<file path="config.mk">
export PLATFORM = sky130hd
export DESIGN_NAME = irq_reg_bridge
export DESIGN_NICKNAME = d
export VERILOG_FILES = /design/src/rtl/irq_reg_bridge.sv
export SDC_FILE = /design/constraint.sdc
export NUM_CORES = 1
export LEC_CHECK = 0
export CAP_MARGIN = 15
export CORE_MARGIN = 3
export CORE_UTILIZATION = 49
export CTS_BUF_LIST = sky130_fd_sc_hd__clkbuf_8
export DETAILED_ROUTE_END_ITERATION = 16
export GPL_TIMING_DRIVEN = 0
export PLACE_DENSITY_LB_ADDON = 0.2
export REMOVE_ABC_BUFFERS = 1
export SLEW_MARGIN = 20
export SYNTH_ARGS = -nofsm -noshare
export SYNTH_HDL_FRONTEND = slang
export SYNTH_SLANG_ARGS = --single-unit
</file>
<file path="constraint.sdc">
create_clock -name clk -period 3.4 [get_ports clk]
set_input_delay 0.68 -clock clk [delete_from_list [all_inputs] [get_ports clk]]
set_output_delay 0.68 -clock clk [all_outputs]
set_load 0.03 [all_outputs]
</file>
<file path="src/rtl/irq_reg_bridge.sv">
// BAR register bridge to the interrupt controller: MASK/TYPE registers, write-strobe pulses, 2-stage read pipe.
// Optional statistics counters at 0x05/0x06 are built when IRQ_REG_STAT_EN is defined.
module irq_reg_bridge #(
  parameter int ADDR_W = 8
) (
  input  logic              clk,
  input  logic              rst_n,
  input  logic              i_reg_wr_en,
  input  logic [ADDR_W-1:0] i_reg_wr_addr,
  input  logic [31:0]       i_reg_wr_data,
  input  logic              i_reg_rd_req,
  input  logic [ADDR_W-1:0] i_reg_rd_addr,
  output logic [31:0]       o_reg_rd_data,
  output logic              o_reg_rd_vld,
  input  logic [31:0]       i_interrupt_type_reg,
  output logic [31:0]       o_interrupt_mask_reg,
  output logic              o_cpu_rd_interrupt_type_en,
  output logic              o_cpu_enable_mask_en,
  output logic [31:0]       o_cpu_enable_mask_bit,
  output logic              o_cpu_release_mask_en,
  output logic [31:0]       o_cpu_release_mask_bit,
  output logic              o_cpu_interrupt_ack
);

  localparam logic [ADDR_W-1:0] A_MASK    = ADDR_W'(0);
  localparam logic [ADDR_W-1:0] A_TYPE    = ADDR_W'(1);
  localparam logic [ADDR_W-1:0] A_EN_MASK = ADDR_W'(2);
  localparam logic [ADDR_W-1:0] A_REL     = ADDR_W'(3);
  localparam logic [ADDR_W-1:0] A_ACK     = ADDR_W'(4);
`ifdef IRQ_REG_STAT_EN
  localparam logic [ADDR_W-1:0] A_TYPE_CNT = ADDR_W'(5);
  localparam logic [ADDR_W-1:0] A_EN_CNT   = ADDR_W'(6);
`endif

  logic              w_wr_mask, w_wr_en_mask, w_wr_rel, w_wr_ack;
  logic [31:0]       r_mask;
  logic              r_en_pulse, r_rel_pulse, r_ack_pulse;
  logic [31:0]       r_en_bit, r_rel_bit;
  logic [1:0]        r_vld_pipe;
  logic [ADDR_W-1:0] r_s1_addr;
  logic [31:0]       r_rd_data;
  logic [31:0]       w_s1_data;
  logic              w_type_rd;

  assign w_wr_mask    = i_reg_wr_en && (i_reg_wr_addr == A_MASK);
  assign w_wr_en_mask = i_reg_wr_en && (i_reg_wr_addr == A_EN_MASK);
  assign w_wr_rel     = i_reg_wr_en && (i_reg_wr_addr == A_REL);
  assign w_wr_ack     = i_reg_wr_en && (i_reg_wr_addr == A_ACK);

  always_ff @(posedge clk or negedge rst_n) begin
    if (!rst_n) begin
      r_mask      <= 32'h0000_001F;
      r_en_pulse  <= 1'b0;
      r_rel_pulse <= 1'b0;
      r_ack_pulse <= 1'b0;
      r_en_bit    <= '0;
      r_rel_bit   <= '0;
    end else begin
      if (w_wr_mask) r_mask <= i_reg_wr_data;
      // Pulses re-arm every cycle, so back-to-back writes give back-to-back pulses.
      r_en_pulse  <= w_wr_en_mask;
      r_rel_pulse <= w_wr_rel;
      r_ack_pulse <= w_wr_ack;
      if (w_wr_en_mask) r_en_bit  <= i_reg_wr_data;
      if (w_wr_rel)     r_rel_bit <= i_reg_wr_data;
    end
  end

  // Read stage 1 is the cycle after the request; stage 2 presents data.
  always_ff @(posedge clk or negedge rst_n) begin
    if (!rst_n) begin
      r_vld_pipe <= '0;
      r_s1_addr  <= '0;
      r_rd_data  <= '0;
    end else begin
      r_vld_pipe <= {r_vld_pipe[0], i_reg_rd_req};
      if (i_reg_rd_req)  r_s1_addr <= i_reg_rd_addr;
      if (r_vld_pipe[0]) r_rd_data <= w_s1_data;
    end
  end

  assign w_type_rd = r_vld_pipe[0] && (r_s1_addr == A_TYPE);

`ifdef IRQ_REG_STAT_EN
  logic [31:0] r_type_cnt, r_en_cnt;

  always_ff @(posedge clk or negedge rst_n) begin
    if (!rst_n) begin
      r_type_cnt <= '0;
      r_en_cnt   <= '0;
    end else begin
      if (w_type_rd  && (r_type_cnt != 32'hFFFF_FFFF)) r_type_cnt <= r_type_cnt + 32'd1;
      if (r_en_pulse && (r_en_cnt   != 32'hFFFF_FFFF)) r_en_cnt   <= r_en_cnt + 32'd1;
    end
  end
`endif

  always_comb begin
    w_s1_data = 32'h0;
    case (r_s1_addr)
      // A MASK write landing in the stage-1 cycle is forwarded.
      A_MASK:     w_s1_data = w_wr_mask ? i_reg_wr_data : r_mask;
      A_TYPE:     w_s1_data = i_interrupt_type_reg;
`ifdef IRQ_REG_STAT_EN
      A_TYPE_CNT: w_s1_data = r_type_cnt;
      A_EN_CNT:   w_s1_data = r_en_cnt;
`endif
      default:    w_s1_data = 32'h0;
    endcase
  end

  assign o_reg_rd_data              = r_rd_data;
  assign o_reg_rd_vld               = r_vld_pipe[1];
  assign o_interrupt_mask_reg       = r_mask;
  assign o_cpu_rd_interrupt_type_en = w_type_rd;
  assign o_cpu_enable_mask_en       = r_en_pulse;
  assign o_cpu_enable_mask_bit      = r_en_bit;
  assign o_cpu_release_mask_en      = r_rel_pulse;
  assign o_cpu_release_mask_bit     = r_rel_bit;
  assign o_cpu_interrupt_ack        = r_ack_pulse;

endmodule

</file>
==> flow_metrics.py, run 1 <==
metrics = {
    "placement": {
        "dp_hpwl_um": 10900,
        "portBuffers": 216,
        "detailed_place.area_um2": 7960,
        "post-place-ws_ns": -0.194,
        "routabilityCongestion": 0.775,
        "dpl.cell_count": 695,
    },
    "worst_setup_path": {
        "worst_setup_path_end_kind": "primary output",
        "worst_path_dominant_cell_family": "simple AND/OR/NAND/NOR gates",
        "worstPathCellList": "or4b_2, nor3_4, buf_4, dlygate4sd2_1",
        "timing.critical_path.required_ns": 2.72,
        "critPathLaunchType": "flop",
        "worst-endpoint-arrival_ns": 2.54,
        "timing.critical_path.fanout_max": 8,
        "timing_worst_setup_path_type": "reg2out",
        "critical_path.slowest_cell": "or4b_2",
        "slowest_stage_delay_cp_ns": 0.75,
        "critical_path.n_buffers_inverters": 2,
    },
    "synthesis": {
        "synth_edf_count": 0,
        "post_synth_inst_count": 345,
        "synthFlopType": "dfrtp_1",
        "synth_sequential_area_ratio_pct": 63.9,
        "synth.most_common_cell": "dfrtp_1",
        "synth.top_cells.by_count": "dfrtp_1 (136), mux2_2 (73), a221o_1 (32), nor2b_1 (32), mux2_4 (30)",
        "synth.avg_cell_area_um2": 16.0,
        "ys_ff_latch": 141,
        "count_of_synthesis_stage_warnings_from_yosys": 0,
        "synthArstFlopShare_pct": 100,
        "synthesis.area_um2": 5530,
        "synth.largest_area_cell": "dfrtp_1",
        "synth_cell_types": 20,
        "synthDominantCellAreaShare_pct": 61.5,
        "synthTopCellsByArea": "dfrtp_1 (62%), mux2_2 (15%), mux2_4 (8.1%)",
    },
    "sta": {
        "final.hold.worst_slack_ns": 0.182,
        "final_min_period_over_clock_period_pct": 94.6,
        "period_needed_ns": 3.22,
        "fmax_ghz": 0.311,
        "timing_hold_violations_final": 0,
        "setup_ws_ns": 0.182,
        "timing.max_slew.rel_slack_pct": 51.5,
        "finalMaxSlewViolations": 0,
        "clock_skew_ns": 0.0112,
        "setup_viol": 0,
        "timing_worst_slew_pin_value_ns": 0.728,
        "grt_setup_unrepaired": "false",
    },
    "cts": {
        "cts.path.max_buffers": 2,
        "cts_made_buffers": 17,
        "path_clk_slew_ns": 0.07,
        "clock-sinks": 141,
        "source_to_sink_clock_delay_at_the_later_pin_of_the_worst_skew_pair_ns": 0.42,
        "tritoncts": "yes",
        "root_buffer": "clkbuf_8",
        "postCtsHoldBufs": 0,
        "htreeDepth": 4,
    },
    "die": {
        "die-area_um2": 12600,
        "die_width_um": 112,
        "rows": 38,
        "io-pin-count": 217,
        "floorplan.initialDensity_pct": 50.6,
        "fp.coreArea_um2": 10900,
        "die_height_um": 112,
    },
    "layout": {
        "layout-drive-gt1-share_pct": 26.8,
        "fill_cells": 713,
        "area_growth_syn_to_layout_pct": 52.4,
        "diodes": 0,
        "multi_input_area_um2": 1910,
        "fin_nets": 660,
        "register_area_um2": 3540,
        "post_layout_nonfiller_instances": 729,
        "final_design_area_no_fill_um2": 8430,
    },
    "global_route": {
        "grt_start_max_net_pins": 75,
        "first_global_vias": 4397,
        "wire_length_of_the_first_global_routing_pass_um": 24200,
        "grt_antenna_before_repair": 0,
        "grtUsageTotal_pct": 24.9,
        "globalRoute.totalOverflow": 0,
    },
    "drt": {
        "wl_um": 15400,
        "avgViaCountPerCell": 5.42,
        "detail_route.first_pass.iterations": 5,
        "wire_per_inst_um": 21.1,
        "drcViolationCount": 0,
        "violation_count_after_the_first_detailed_route_iteration": 232,
        "antenna_violating_nets_post_route": 0,
        "route.vias.total": 3949,
    },
    "run_status": {
        "outcome": "complete, no violations",
    },
    "pwr": {
        "ir_drop_v": 0.000288,
        "power.density_cell_area_nw_per_um2": 436,
        "p_total_mw": 3.68,
        "cellLeakagePower_nw": 3.99,
    },
    "flow_run": {
        "timing.max_cap.violations": 0,
    },
    "hold_path": {
        "hp-class": "in2async",
    },
}
-- worst paths after layout --
path / cells after the start / startpoint / end / slack (ns)
worst max-delay path: 4 / r_s1_addr[4] / o_cpu_rd_interrupt_type_en / 0.18
worst min register to register: 1 / o_cpu_enable_mask_bit[1] / o_cpu_enable_mask_bit[1] / 0.50
worst min-delay path: 1 / rst_n / o_reg_rd_data[10] / 0.18
max in group asynchronous: 2 / rst_n / o_cpu_release_mask_bit[8] / 2.46
min in group clk: 1 / o_cpu_enable_mask_bit[1] / o_cpu_enable_mask_bit[1] / 0.50
worst max register to register: 5 / r_s1_addr[4] / o_reg_rd_data[28] / 1.09
-- worst reg2reg max path, delay by kind of cell (launching register included) --
family | cells | cell delay, ns
compound gates | 1 | 0.17
flops | 1 | 0.38
simple gates | 2 | 1.29
buf+inv | 2 | 0.41
-- power by group --
part | switching [mW] | internal, mW
clock network | 0.592 | 0.811
registers | 0.0352 | 1.75
logic | 0.245 | 0.247
-- cell families after synthesis --
family                 after synthesis  synth area share, %
AOI/OAI and AO/OA                   33                 5.88
muxes                              103                 23.0
buffers and inverters               23                 1.99
and+or+nand+nor                     45                 5.23
DFF                                141                 63.9
-- layout make-up --
class	instances	share of cell area, %
Clock inverter	10	1.44
Sequential cell	141	42.0
Clock buffer	22	3.59
Tap cell	140	2.08
Inverter	3	0.134
Multi-Input combinational cell	181	22.6
Timing Repair Buffer	232	28.2
-- cells in the final DEF, fill, tap and decap left out, types with 2 or more instances in the layout --
cell	count
clkdlybuf4s50_1	214
nor3_1	2
buf_4	3
mux2_2	73
mux2_4	30
a221o_1	32
nor2b_1	32
buf_16	2
buf_8	3
dfstp_2	5
bufinv_16	3
clkbuf_8	22
dfrtp_1	135
buf_6	9
inv_1	8
nand2_1	2
-- layer usage --
metal  vias up  share of wire, %  track usage [%]
met2       156                51             42.6
met4         0               2.0             8.49
li1       1730                 -                -
met3        23               7.8             8.03
met1      2040                39             29.7
met5         -                 0                0
-- through the flow --
step	setup TNS (ns)	utilization [%]
after CTS	0	77.1
after detailed placement	-1.11	72.8
after global placement	-694.70	71.1
final	0	77.1
after global routing	0	77.1
after floorplan	-27.28	-
-- what timing repair did --
action                     in CTS  in global routing
resized for setup               3                  0
setup endpoints to repair       1                  0
setup buffers                   2                  0
(Power assumes the default switching activity.)
==> inputs of run 2 (changes only) <==
Settings changed: CORE_UTILIZATION 49 to 60, CTS_BUF_LIST sky130_fd_sc_hd__clkbuf_8 to sky130_fd_sc_hd__clkbuf_4 sky130_fd_sc_hd__clkbuf_8, DONT_BUFFER_PORTS set to 1.
Clock period 3.4 ns to 3.02 ns, I/O delays scaled along.
==> run 2 against run 1 <==
  * The flow now finishes with violations (negative hold slack)
  * Worst setup slack gained 0.076 ns
  * Non-clock buffer count shrank 215
  * First-iteration DRC count shrank 39%
  * Count of clock-buffer cells in the layout unchanged
  * Largest cell class unchanged
==> flow_metrics.py, run 2 (same netlist as run 1, synthesis figures left out) <==
metrics = {
    "pwr": {
        "ir_drop_v": 0.000339,
        "power.density_cell_area_nw_per_um2": 600,
        "cellLeakagePower_nw": 3.14,
        "p_total_mw": 3.68,
    },
    "sta": {
        "period_needed_ns": 2.76,
        "finalMaxSlewViolations": 0,
        "fmax_ghz": 0.362,
        "totalNegativeSetupSlack_ns": 0,
        "clock_skew_ns": 0.00929,
        "timing.max_slew.rel_slack_pct": 49.6,
        "timing_hold_violations_final": 136,
        "grt_setup_unrepaired": "false",
        "setup_viol": 0,
        "final_min_period_over_clock_period_pct": 91.5,
        "timing_worst_slew_pin_value_ns": 0.753,
        "final.hold.worst_slack_ns": -0.121,
    },
    "worst_setup_path": {
        "worst_r2r_path_depth": 5,
        "worstReg2RegStart": "r_s1_addr[4]",
        "slowest_stage_delay_cp_ns": 0.73,
        "worst-endpoint-arrival_ns": 2.16,
        "cp-startpoint": "r_s1_addr[4]",
        "critPathLaunchType": "flop",
        "timing.critical_path.fanout_max": 6,
        "critical_path.slowest_cell": "or4b_2",
        "worst_setup_path_end_kind": "primary output",
        "worstPathCellList": "or4b_2, nor3_4, buf_4",
        "timing.reg2reg.setup_slack_ns": 0.69,
        "timing.critical_path.required_ns": 2.42,
        "timing_worst_setup_path_type": "reg2out",
        "terminus_of_the_critical_flop_to_flop_path": "o_reg_rd_data[7]",
    },
    "flow_run": {
        "timing.max_cap.violations": 0,
    },
    "layout": {
        "layout.cells.most_common": "dfrtp_1",
        "fin_nets": 445,
        "fill_cells": 615,
        "most-common-layout-cells": "dfrtp_1 (135), mux2_2 (73), nor2b_1 (32), a221o_1 (32), mux2_4 (30)",
        "layout-drive-gt1-share_pct": 43.6,
        "post_layout_nonfiller_instances": 482,
        "diodes": 0,
        "area_growth_syn_to_layout_pct": 10.8,
    },
    "run_status": {
        "outcome": "finished, violations left",
        "failing_checks": "negative hold slack",
    },
    "drt": {
        "antenna_violating_nets_post_route": 0,
        "route.vias.total": 3094,
        "avgViaCountPerCell": 6.42,
        "violation_count_after_the_first_detailed_route_iteration": 142,
        "wire_per_inst_um": 25.9,
        "wl_um": 12500,
        "detail_route.first_pass.iterations": 4,
        "drcViolationCount": 0,
    },
    "global_route": {
        "grt_antenna_before_repair": 0,
        "grtUsageTotal_pct": 23.8,
        "first_global_vias": 3408,
        "globalRoute.totalOverflow": 0,
        "grt_start_max_net_pins": 142,
        "wire_length_of_the_first_global_routing_pass_um": 18600,
    },
    "die": {
        "die_height_um": 102,
        "die_width_um": 102,
        "fp.coreArea_um2": 8850,
        "io-pin-count": 217,
        "floorplan.initialDensity_pct": 62.5,
        "die-area_um2": 10400,
        "rows": 34,
    },
    "cts": {
        "cts.path.max_buffers": 2,
        "htreeDepth": 4,
        "root_buffer": "clkbuf_8",
        "clock-sinks": 141,
        "source_to_sink_clock_delay_at_the_later_pin_of_the_worst_skew_pair_ns": 0.41,
        "tritoncts": "yes",
        "path_clk_slew_ns": 0.08,
        "cts_made_buffers": 17,
    },
    "placement": {
        "routabilityCongestion": 0.754,
        "dpl.cell_count": 445,
        "dp_hpwl_um": 8570,
        "portBuffers": 0,
    },
    "hold_path": {
        "hp-class": "in2async",
    },
}
## run 2: report_power, final
part | switching, mW | internal, mW
clock network | 0.690 | 0.722
logic | 0.0405 | 0.0743
registers | 0.186 | 1.96
total | 0.917 | 2.76
## run 2: metrics by stage
stage,instance area [µm²],setup WS (ns),util (%),hold WS [ns]
final,6130,0.258,69.3,-0.121
after global routing,6130,0.169,69.3,-0.160
after CTS,6100,0.0228,68.9,-0.153
after detailed placement,5700,0.0837,64.4,0.311
after global placement,5570,-3.22,62.9,0.311
after floorplan,5430,-1.32,-,0.308
## run 2: how the worst max path moves through the flow
stage	cells after the start	endpoint
5_1_grt	3	o_cpu_rd_interrupt_type_en
2_1_floorplan	2	o_cpu_rd_interrupt_type_en
6_report	3	o_cpu_rd_interrupt_type_en
4_1_cts	3	o_cpu_rd_interrupt_type_en
3_5_place_dp	3	o_cpu_rd_interrupt_type_en
3_3_place_gp	3	o_reg_rd_data[24]
## run 2: repair_timing
action / 4_1_cts / 5_1_grt
pin swaps: 0 / 1
endpoints found under the hold margin: 137 / 137
endpoints found under the setup margin: 1 / 1
gates resized for setup: 2 / 0
buffers inserted: 1 / 4
## run 2: layout make-up
class | count | area [µm²] | area share, %
clock buffers | 22 | 284 | 4.63
clock inverters | 10 | 93.8 | 1.53
inverters | 3 | 11.3 | 0.184
multi-input cells | 181 | 1910 | 31.1
flip-flops and latches | 141 | 3540 | 57.7
well taps | 108 | 135 | 2.20
repair buffers | 17 | 161 | 2.63
## run 2: layer usage
| metal | wire, µm | vias to the layer above | global-route usage, % |
|---|---|---|---|
| met2 | 6380 | 151 | 38.7 |
| met5 | 0 | - | 0 |
| li1 | - | 1291 | - |
| met1 | 4640 | 1640 | 28.2 |
| met4 | 143 | 0 | 8.88 |
| met3 | 1340 | 12 | 10.4 |
## run 2: worst max-delay path, delay by kind of cell, from the launching register on
family                 cells  cell delay [ns]
and+or+nand+nor            2             1.09
buffers and inverters      1             0.26
DFF                        1             0.38
==> inputs of run 3 (changes only) <==
Settings changed: SKIP_LAST_GASP set to 1.
==> results of run 3 <==
Final layout, timing and power as in run 2 (identical DEF).
